File: src/rtl/trap_csr_unit_if.sv
// Signal bundle between the exception-detection stage and the trap/CSR unit.
// The master drives trap/mret/CSR requests; the slave returns redirect, flush and read data.
interface trap_csr_unit_if;
    logic        i_privEnable;
    logic        i_exception;
    logic [3:0]  i_cause;
    logic        i_mret;
    logic [31:0] i_PC;
    logic [31:0] i_inst;
    logic [11:0] i_csrAddr;
    logic [1:0]  i_csrOp;
    logic [31:0] i_csrWdata;
    logic [31:0] o_csrRdata;
    logic [1:0]  o_nowPrivMode;
    logic        o_redirect;
    logic [31:0] o_redirectPC;
    logic        o_flush;

    modport master (
        output i_privEnable, i_exception, i_cause, i_mret, i_PC, i_inst,
               i_csrAddr, i_csrOp, i_csrWdata,
        input  o_csrRdata, o_nowPrivMode, o_redirect, o_redirectPC, o_flush
    );

    modport slave (
        input  i_privEnable, i_exception, i_cause, i_mret, i_PC, i_inst,
               i_csrAddr, i_csrOp, i_csrWdata,
        output o_csrRdata, o_nowPrivMode, o_redirect, o_redirectPC, o_flush
    );
endinterface

File: src/rtl/trap_csr_unit.sv
// Machine-mode trap entry/exit and trap CSR file. Takes traps and mret, redirects
// fetch, holds flush for FLUSH_CYCLES, and serves Zicsr accesses to the trap CSRs.
module trap_csr_unit #(
    parameter int unsigned FLUSH_CYCLES = 2,
    parameter logic [31:0] RESET_MTVEC  = 32'h0000_1000
) (
    input  logic           i_clk,
    input  logic           i_rst_n,
    trap_csr_unit_if.slave bus
);
    localparam int            CW       = $clog2(FLUSH_CYCLES) + 1;
    localparam logic [CW-1:0] CNT_INIT = CW'(FLUSH_CYCLES - 1);
    localparam logic [CW-1:0] CNT_ONE  = CW'(1);

    localparam logic [11:0] A_MSTATUS  = 12'h300;
    localparam logic [11:0] A_MTVEC    = 12'h305;
    localparam logic [11:0] A_MSCRATCH = 12'h340;
    localparam logic [11:0] A_MEPC     = 12'h341;
    localparam logic [11:0] A_MCAUSE   = 12'h342;
    localparam logic [11:0] A_MTVAL    = 12'h343;

    typedef enum logic {IDLE, FLUSH} state_e;

    state_e        state_q;
    logic [CW-1:0] cnt_q;
    logic [1:0]    priv_q, mpp_q;
    logic          mie_q, mpie_q;
    logic [31:0]   mtvec_q, mscratch_q, mepc_q, mtval_q;
    logic [3:0]    mcause_q;
    logic          redirect_q, flush_q;
    logic [31:0]   redirect_pc_q;

    logic [31:0] mstatus, rdata, wval_d, mtval_d;
    logic [1:0]  mpp_d;
    logic        trap_acc, mret_acc, csr_we;

    assign mstatus = {19'b0, mpp_q, 3'b0, mpie_q, 3'b0, mie_q, 3'b0};

    always_comb begin
        rdata = 32'b0;
        case (bus.i_csrAddr)
            A_MSTATUS:  rdata = mstatus;
            A_MTVEC:    rdata = mtvec_q;
            A_MSCRATCH: rdata = mscratch_q;
            A_MEPC:     rdata = mepc_q;
            A_MCAUSE:   rdata = {28'b0, mcause_q};
            A_MTVAL:    rdata = mtval_q;
            default:    rdata = 32'b0;
        endcase
    end

    // Set/clear operate on the value currently visible at the read port.
    always_comb begin
        wval_d = rdata;
        case (bus.i_csrOp)
            2'b01:   wval_d = bus.i_csrWdata;
            2'b10:   wval_d = rdata | bus.i_csrWdata;
            2'b11:   wval_d = rdata & ~bus.i_csrWdata;
            default: wval_d = rdata;
        endcase
    end

    always_comb begin
        mtval_d = 32'b0;
        case (bus.i_cause)
            4'd0, 4'd1: mtval_d = bus.i_PC;
            4'd2:       mtval_d = bus.i_inst;
            default:    mtval_d = 32'b0;
        endcase
    end

    // Only U and M exist, so reserved MPP encodings collapse to U.
    assign mpp_d = (wval_d[12:11] == 2'b11) ? 2'b11 : 2'b00;

    assign trap_acc = (state_q == IDLE) & bus.i_privEnable & bus.i_exception;
    assign mret_acc = (state_q == IDLE) & bus.i_privEnable & bus.i_mret & ~bus.i_exception;
    assign csr_we   = (state_q == IDLE) & ~trap_acc & ~mret_acc & (bus.i_csrOp != 2'b00);

    always_ff @(posedge i_clk or negedge i_rst_n) begin
        if (!i_rst_n) begin
            state_q       <= IDLE;
            cnt_q         <= '0;
            priv_q        <= 2'b11;
            mpp_q         <= 2'b00;
            mie_q         <= 1'b0;
            mpie_q        <= 1'b0;
            mtvec_q       <= RESET_MTVEC;
            mscratch_q    <= 32'b0;
            mepc_q        <= 32'b0;
            mcause_q      <= 4'b0;
            mtval_q       <= 32'b0;
            redirect_q    <= 1'b0;
            flush_q       <= 1'b0;
            redirect_pc_q <= 32'b0;
        end else begin
            redirect_q <= 1'b0;
            case (state_q)
                IDLE: begin
                    if (trap_acc) begin
                        mepc_q        <= {bus.i_PC[31:2], 2'b00};
                        mcause_q      <= bus.i_cause;
                        mtval_q       <= mtval_d;
                        mpp_q         <= priv_q;
                        mpie_q        <= mie_q;
                        mie_q         <= 1'b0;
                        priv_q        <= 2'b11;
                        redirect_q    <= 1'b1;
                        redirect_pc_q <= mtvec_q;
                        flush_q       <= 1'b1;
                        cnt_q         <= CNT_INIT;
                        state_q       <= FLUSH;
                    end else if (mret_acc) begin
                        priv_q        <= mpp_q;
                        mie_q         <= mpie_q;
                        mpie_q        <= 1'b1;
                        mpp_q         <= 2'b00;
                        redirect_q    <= 1'b1;
                        redirect_pc_q <= mepc_q;
                        flush_q       <= 1'b1;
                        cnt_q         <= CNT_INIT;
                        state_q       <= FLUSH;
                    end else if (csr_we) begin
                        case (bus.i_csrAddr)
                            A_MSTATUS: begin
                                mie_q  <= wval_d[3];
                                mpie_q <= wval_d[7];
                                mpp_q  <= mpp_d;
                            end
                            A_MTVEC:    mtvec_q    <= {wval_d[31:2], 2'b00};
                            A_MSCRATCH: mscratch_q <= wval_d;
                            A_MEPC:     mepc_q     <= {wval_d[31:2], 2'b00};
                            A_MCAUSE:   mcause_q   <= wval_d[3:0];
                            A_MTVAL:    mtval_q    <= wval_d;
                            default: ;
                        endcase
                    end
                end
                FLUSH: begin
                    if (cnt_q == '0) begin
                        state_q <= IDLE;
                        flush_q <= 1'b0;
                    end else begin
                        cnt_q <= cnt_q - CNT_ONE;
                    end
                end
                default: state_q <= IDLE;
            endcase
        end
    end

    assign bus.o_csrRdata    = rdata;
    assign bus.o_nowPrivMode = priv_q;
    assign bus.o_redirect    = redirect_q;
    assign bus.o_redirectPC  = redirect_pc_q;
    assign bus.o_flush       = flush_q;
endmodule

File: src/flat_wrapper.sv
// flat-port wrapper written by rule: the top's interface ports become plain ports
module trap_csr_unit_flat 
#(
    parameter int unsigned FLUSH_CYCLES = 2,
    parameter logic [31:0] RESET_MTVEC  = 32'h0000_1000
)
  (i_clk, i_rst_n, bus_i_privEnable, bus_i_exception, bus_i_cause, bus_i_mret, bus_i_PC, bus_i_inst, bus_i_csrAddr, bus_i_csrOp, bus_i_csrWdata, bus_o_csrRdata, bus_o_nowPrivMode, bus_o_redirect, bus_o_redirectPC, bus_o_flush);
  trap_csr_unit_if bus_i ();
  input  logic i_clk;
  input  logic i_rst_n;
  input wire logic [$bits(bus_i.i_privEnable)-1:0] bus_i_privEnable;
  input wire logic [$bits(bus_i.i_exception)-1:0] bus_i_exception;
  input wire logic [$bits(bus_i.i_cause)-1:0] bus_i_cause;
  input wire logic [$bits(bus_i.i_mret)-1:0] bus_i_mret;
  input wire logic [$bits(bus_i.i_PC)-1:0] bus_i_PC;
  input wire logic [$bits(bus_i.i_inst)-1:0] bus_i_inst;
  input wire logic [$bits(bus_i.i_csrAddr)-1:0] bus_i_csrAddr;
  input wire logic [$bits(bus_i.i_csrOp)-1:0] bus_i_csrOp;
  input wire logic [$bits(bus_i.i_csrWdata)-1:0] bus_i_csrWdata;
  output wire logic [$bits(bus_i.o_csrRdata)-1:0] bus_o_csrRdata;
  output wire logic [$bits(bus_i.o_nowPrivMode)-1:0] bus_o_nowPrivMode;
  output wire logic [$bits(bus_i.o_redirect)-1:0] bus_o_redirect;
  output wire logic [$bits(bus_i.o_redirectPC)-1:0] bus_o_redirectPC;
  output wire logic [$bits(bus_i.o_flush)-1:0] bus_o_flush;
  assign bus_i.i_privEnable = bus_i_privEnable;
  assign bus_i.i_exception = bus_i_exception;
  assign bus_i.i_cause = bus_i_cause;
  assign bus_i.i_mret = bus_i_mret;
  assign bus_i.i_PC = bus_i_PC;
  assign bus_i.i_inst = bus_i_inst;
  assign bus_i.i_csrAddr = bus_i_csrAddr;
  assign bus_i.i_csrOp = bus_i_csrOp;
  assign bus_i.i_csrWdata = bus_i_csrWdata;
  assign bus_o_csrRdata = bus_i.o_csrRdata;
  assign bus_o_nowPrivMode = bus_i.o_nowPrivMode;
  assign bus_o_redirect = bus_i.o_redirect;
  assign bus_o_redirectPC = bus_i.o_redirectPC;
  assign bus_o_flush = bus_i.o_flush;
  trap_csr_unit #(.FLUSH_CYCLES(FLUSH_CYCLES), .RESET_MTVEC(RESET_MTVEC)) u_core (.i_clk(i_clk), .i_rst_n(i_rst_n), .bus(bus_i));
endmodule
File: config.mk
export PLATFORM = sky130hd
export DESIGN_NAME = trap_csr_unit_flat
export DESIGN_NICKNAME = d
export VERILOG_FILES = /design/src/rtl/trap_csr_unit_if.sv /design/src/rtl/trap_csr_unit.sv /design/src/flat_wrapper.sv
export SDC_FILE = /design/constraint.sdc
export NUM_CORES = 1
export LEC_CHECK = 0
export CAP_MARGIN = 25
export CORE_MARGIN = 4
export CORE_UTILIZATION = 50
export DETAILED_ROUTE_END_ITERATION = 7
export PLACE_DENSITY = 0.8
export SYNTH_ARGS = -nofsm -noshare
export SYNTH_HDL_FRONTEND = slang
export SYNTH_SLANG_ARGS = --single-unit
File: constraint.sdc
create_clock -name i_clk -period 2.55 [get_ports i_clk]
set_input_delay 0.3825 -clock i_clk [delete_from_list [all_inputs] [get_ports i_clk]]
set_output_delay 0.3825 -clock i_clk [all_outputs]
set_load 0.1 [all_outputs]
Word level (Yosys, flattened, before mapping)
Index checks and enable logic that the tools add are counted.
{ "totals": {"mem_bits_rw": 0, "out_inout_bits": 68, "word_cells": 110, "latchBits": 0, "reg_bits": 173, "input_bits": 119, "mem_count": 0, "mem_bits_ro": 0} }
{ "classes": {"n_addsub": 1, "reduce_logical": 20, "n_mul": 0, "n_mux": 45, "n_lt_le_gt_ge": 0, "div": 0, "eq_ne": 16, "n_bitwise": 14, "n_shift": 0} }
{ "op_table": {"columns": ["operator", "count"], "rows": [
  ["2-to-1 mux 32 bit", 10],
  ["one-hot mux 32 bit (6 select lines)", 1],
  ["one-hot mux 32 bit (3 select lines)", 1],
  ["equality test 12 x 10 -> 1 bit (second input constant)", 6],
  ["one-hot mux 32 bit (2 select lines)", 1],
  ["AND 32 bit", 1],
  ["inverter 32 bit", 1],
  ["OR 32 bit", 1],
  ["2-to-1 mux 2 bit", 10],
  ["2-to-1 mux 4 bit", 4],
  ["2-to-1 mux 1 bit", 15],
  ["AND reduction 4 bit", 3],
  ["nonzero test 2 bit", 6],
  ["AND reduction 5 bit", 2],
  ["AND 1 bit", 7],
  ["equality test 2 bit (second input constant)", 3],
  ["AND reduction 2 bit", 3],
  ["nonzero test 3 bit", 2],
  ["equality test 4 x 1 -> 1 bit (second input constant)", 1],
  ["equality test 4 x 2 -> 1 bit (second input constant)", 1],
  ["zero test 4 bit", 1],
  ["!= test 2 bit (second input constant)", 2],
  ["inverter 1 bit", 4],
  ["one-hot mux 1 bit (2 select lines)", 2],
  ["other kinds (8)", 8]
]} }

Depth between registers and ports, before layout
{ "depth": {"ltp_word": 10, "mapped_depth": 10} }

Least setup slack after synthesis
No wires, ideal clock.
{ "synth_path": {"path_type": "in2reg", "start": "input bus_i_csrAddr[11]", "end": "register u_core.mcause_q[0]", "setup_ns": 0.083, "slack_ns": -1.249, "path_stages": 8, "arrival_time_ns": 3.716, "cell_sequence": "nor4bb_1 > clkbuf_2 > nand2_1 > clkbuf_1 > nor3_1 > a21oi_1 > a21o_1 > o21ai_0"} }
{ "synth_via": {"elab_chain_cells": 8, "word_cells_on_any_way": 16, "cone_classes": "eq/ne (6); mux (6); bitwise (2); reduce/logical (2)"} }
{ "synth_rtl": {"columns": ["element", "line", "source"], "rows": [
  ["start: declaration", "flat_wrapper.sv:17", "input wire logic [$bits(bus_i.i_csrAddr)-1:0] bus_i_csrAddr;"],
  ["equality test 12 x 10 -> 1 bit", "trap_csr_unit.sv:41", "case (bus.i_csrAddr)"],
  ["one-hot mux 32 bit (6 select lines) *", "trap_csr_unit.sv:41", null],
  ["net bus_o_csrRdata[0]", "flat_wrapper.sv:20", "output wire logic [$bits(bus_i.o_csrRdata)-1:0] bus_o_csrRdata;"],
  ["AND 32 bit or OR 32 bit (tied branches)", "trap_csr_unit.sv:58, trap_csr_unit.sv:57", null],
  ["one-hot mux 32 bit (3 select lines) *", "trap_csr_unit.sv:55", "case (bus.i_csrOp)"],
  ["2-to-1 mux 4 bit *", "trap_csr_unit.sv:123", "case (bus.i_csrAddr)"],
  ["2-to-1 mux 4 bit *", "trap_csr_unit.sv:122", "end else if (csr_we) begin"],
  ["2-to-1 mux 4 bit *", "trap_csr_unit.sv:112", "end else if (mret_acc) begin"],
  ["2-to-1 mux 4 bit *", "trap_csr_unit.sv:99", "if (trap_acc) begin"],
  ["end signal: assignment", "trap_csr_unit.sv:101", "mcause_q <= bus.i_cause;"],
  ["end signal: assignment", "trap_csr_unit.sv:132", "A_MCAUSE: mcause_q <= wval_d[3:0];"],
  ["end: declaration", "trap_csr_unit.sv:29", "logic [3:0] mcause_q;"]
]} }
Mark *: on every way through the listed nets, which the timed path passes. The rest lies on a longest branch. The select of a mux whose other input is x is not followed.
A chain may end at the register's enable or synchronous reset.

Worst setup path in the final report
{ "layout_path": {"start": "input bus_i_csrAddr[10]", "end": "output bus_o_csrRdata[30]"} }
{ "layout_via": {"elab_chain_cells": 2, "word_cells_on_any_way": 7, "cone_classes": "eq/ne (6); mux (1)"} }
{ "layout_rtl": {"columns": ["element", "line"], "rows": [
  ["equality test 12 x 10 -> 1 bit", "trap_csr_unit.sv:41"],
  ["one-hot mux 32 bit (6 select lines) *", "trap_csr_unit.sv:41"],
  ["end: declaration", "flat_wrapper.sv:20"]
]} }
Mark *: on every way between the ends. The rest lies on a longest branch, timed or not.

==> summary.txt <==
Routing
  – DR vias/cell: 6.60
  – Detailed Route WL: 38.4 mm
  – Initial drt markers: 1549
  – WL per Instance: 23.3 um
  – Vias: 10800
  – Detail Route Antenna Nets: 0
  – DRT Pass-1 Iters: 8
  – Drt drc: 0

Worst setup path
  – Worst EP arrival: 2.13 ns
  – R2R Path End: u_core.mtval_q[3]
  – CP cell instances: dlygate4sd2_1, nor4bb_4, buf_4, buf_12, and4_4, buf_4, a222oi_1, buf_4, inv_1, buf_12
  – Crit-path max FO: 5
  – R2R cell count: 7
  – Worst r2r src: u_core.state_q
  – Kind of critical path: input pin to output pin
  – WP data required: 2.17 ns
  – Most frequent CP cell: buf_4
  – Reg2reg setup slack: 0.15 ns
  – Worst path max stage delay: 0.27 ns
  – Setup crit end kind: output pin
  – CP Launch Type: input pin
  – Critical path's slowest cell: dlygate4sd2_1

Timing
  – Highest clock rate: 397 MHz
  – Final hold vios: 0
  – Clock Skew: 0.00711 ns
  – Share of the clock period used by the worst path: 0.987
  – Crit path time final: 2.52 ns
  – Slew margin rel.: 0.553
  – Worst setup margin: 0.0339 ns
  – RSZ-0062 raised after global routing: true
  – Hold_ws: 0.471 ns
  – Slew @ Worst Pin: 0.670 ns
  – Final Max Tran Viols: 0
  – TNS Setup: 0 ns
  – Final setup fails: 0

Clock tree
  – Clock sink count: 169
  – Clock transition at path regs: 0.06 ns
  – Htree depth: 4
  – CTS root buffer: clkbuf_16
  – Clock latency on the worst-skew pair: 0.44 ns
  – CTS buffer count: 17
  – Worst-case clock buffer depth: 2
  – TritonCTS clock tree: done

Layout
  – Proportion of layout cells with a drive suffix above 1: 0.212
  – NumNets Final: 1493
  – Layout area overhead: 40.6%
  – Commonest non-fill, non-tap cells in the layout: nand2_1 (174), dfrtp_1 (166), buf_4 (153)
  – Design area: 13800 sq um
  – Fill cells: 1372
  – # diodes: 0
  – Commonest non-fill, non-tap cell in the layout: nand2_1

Power and ir drop
  – PD cells: 820 nW/um^2
  – Switching share of power: 0.443
  – Power share of the combinational group: 0.409
  – Leak pwr: 6.13 nW
  – Clk pwr share: 0.222
  – Internal power: 0.00628 W
  – Tot Pwr: 0.0113 W
  – Maximum vdd drop: 0.897 mV
  – Power share of the sequential group: 0.369
  – Switching power: 0.00500 W

Die
  – Die H: 148 um
  – Placeable Area: 19000 sq um
  – Std-Cell Rows: 50
  – Die span in x: 148 um
  – Starting density of the core: 0.516
  – Area of the die: 21900 sq um
  – Boundary Pins: 187

Synth
  – Syn Inst Count: 1122
  – Xor and xnor area share after synthesis: 0.0116
  – Post-Synth Simple-Gate Area: 0.178
  – Mux cell area share after synthesis: 0.0472
  – Yosys Warn Count: 0
  – Post-synth EDFFs: 0
  – #FFs+latches synth: 169
  – Post-synthesis compound-gate area fraction: 0.279
  – Top cells by area, synth: dfrtp_1 (42%), o21ai_0 (7.3%), a22oi_1 (7.1%), nand2_1 (6.7%), mux2i_1 (3.7%)
  – Syn_area_per_cell: 8.72 sq um
  – Post-synth top area cell: dfrtp_1
  – Top cell type's share of synthesized area: 0.425
  – Main synth FF type: dfrtp_1
  – Netlist cell types: 74
  – Synth Area in Adders: 0.00128
  – Mapped Area: 9780 sq um
  – Seq/Total Area, Yosys: 0.433
  – Largest family of logic cells by synthesized area: compound AO/OA/AOI/OAI gates
  – Async S/R FF share, synth: 1.00

Global routing
  – GR Overflow Total: 0
  – GRT Resource Usage Total: 0.346
  – Vias in the first global route: 10900
  – Largest net degree at the start of global routing: 65
  – Number of antenna violations at the first check in global routing: 0
  – First-pass GRT wire length: 59.4 mm

Placed design
  – Placed Area: 13000 sq um
  – Pre-CTS setup slack: -0.340 ns
  – Post-DP HPWL: 26.5 mm
  – Port bufs: 184
  – Gpl congestion: 1.01

Worst hold path
  – Hold Path Sink: u_core.cnt_q[0]
  – Hold WC Path Type: flop to flop
  – WHS Path Cells: 1
  – HP Start: u_core.cnt_q[0]

Run
  – Max cap viols: 0

Outcome
  – Status: completed
final cells by class:
cell class	instances	area, sq um	area share
Multi-Input combinational cell	847	5240	0.381
Sequential cell	169	4230	0.308
Tap cell	260	325	0.0237
Clock buffer	21	450	0.0328
Clock inverter	10	96.3	0.00701
Inverter	11	41.3	0.00300
Timing Repair Buffer	327	3360	0.245
Yosys cell counts (10+ instances only):
cell / instances
o21ai_0: 142
nand2_1: 174
mux2i_1: 36
clkbuf_1: 61
buf_2: 22
o22ai_1: 11
a21oi_1: 67
nand2b_1: 19
dfrtp_1: 166
a31oi_1: 17
and2_1: 13
and3_1: 36
nand3_1: 12
nor2_1: 58
a22o_1: 18
xnor2_1: 13
a221o_1: 10
a22oi_1: 92
o21ai_1: 14
inv_1: 10
metal layers:
layer  share of wire  up-vias  wire, um  track usage
met4           0.051        0      1970        0.176
met1            0.37     5112     14000        0.440
met2            0.45      918     17100        0.536
met5               0        -         0            0
li1                -     4632         -            -
met3            0.14      187      5230        0.104
flip-flops by register name, summed over array words and instances (netlist names):
name and cells:
u_core.bus.o_nowPrivMode 2, u_core.mie_q 1, u_core.bus.o_redirect 1, u_core.bus.o_flush 1, u_core.mtvec_q 30, u_core.mpp_q 2, u_core.mtval_q 32, u_core.state_q 1
u_core.bus.o_redirectPC 30, u_core.mcause_q 4, u_core.mepc_q 30, u_core.mpie_q 1, u_core.mscratch_q 32, u_core.cnt_q 2
cell families after synthesis:
group / after synthesis
compound gates: 427
xor+xnor: 13
fa+ha+maj: 1
buf+inv: 107
flops: 169
mux: 45
other cells: 1
simple gates: 359
per-stage QoR:
| stage | instances | util |
|---|---|---|
| after detailed placement | 1602 | 0.687 |
| after CTS | 1641 | 0.724 |
| after floorplan | 1123 | - |
| final | 1645 | 0.725 |
| after global routing | 1645 | 0.725 |
| after global placement | 1602 | 0.687 |
what timing repair did:
action	in CTS	in global routing
pin swaps	3	6
hold buffers	1	0
buffers inserted	6	5
gates resized for setup	32	12
setup endpoints to repair	32	13
cloned	1	0
hold endpoints to repair	39	0
power by group through the flow:
stage,clock network (W),logic [W],registers [W]
detailed placement,0,0.00457,0.00416
global route,0.00261,0.00488,0.00424
floorplan,0,0.00142,0.00581
finish,0.00250,0.00462,0.00416
CTS,0.00249,0.00459,0.00413
global placement,0,0.00447,0.00414
critical path: cells and delay by family:
family | cells | cell delay, ns
and+or+nand+nor | 2 | 0.52
AOI/OAI and AO/OA | 1 | 0.07
buffers and inverters | 7 | 1.16
worst max-delay path by stage:
stage	slack, ns	endpoint	startpoint	cells past startpoint
4_1_cts	0.02	bus_o_csrRdata[30]	bus_i_csrAddr[0]	9
6_report	0.03	bus_o_csrRdata[30]	bus_i_csrAddr[10]	10
3_3_place_gp	-0.32	bus_o_csrRdata[13]	bus_i_csrAddr[8]	8
5_1_grt	-0.02	bus_o_csrRdata[26]	bus_i_csrAddr[2]	8
2_1_floorplan	-0.08	u_core.mcause_q[0]	bus_i_csrAddr[11]	8
3_5_place_dp	-0.34	bus_o_csrRdata[27]	bus_i_csrAddr[1]	8
(Power assumes the default switching activity.)
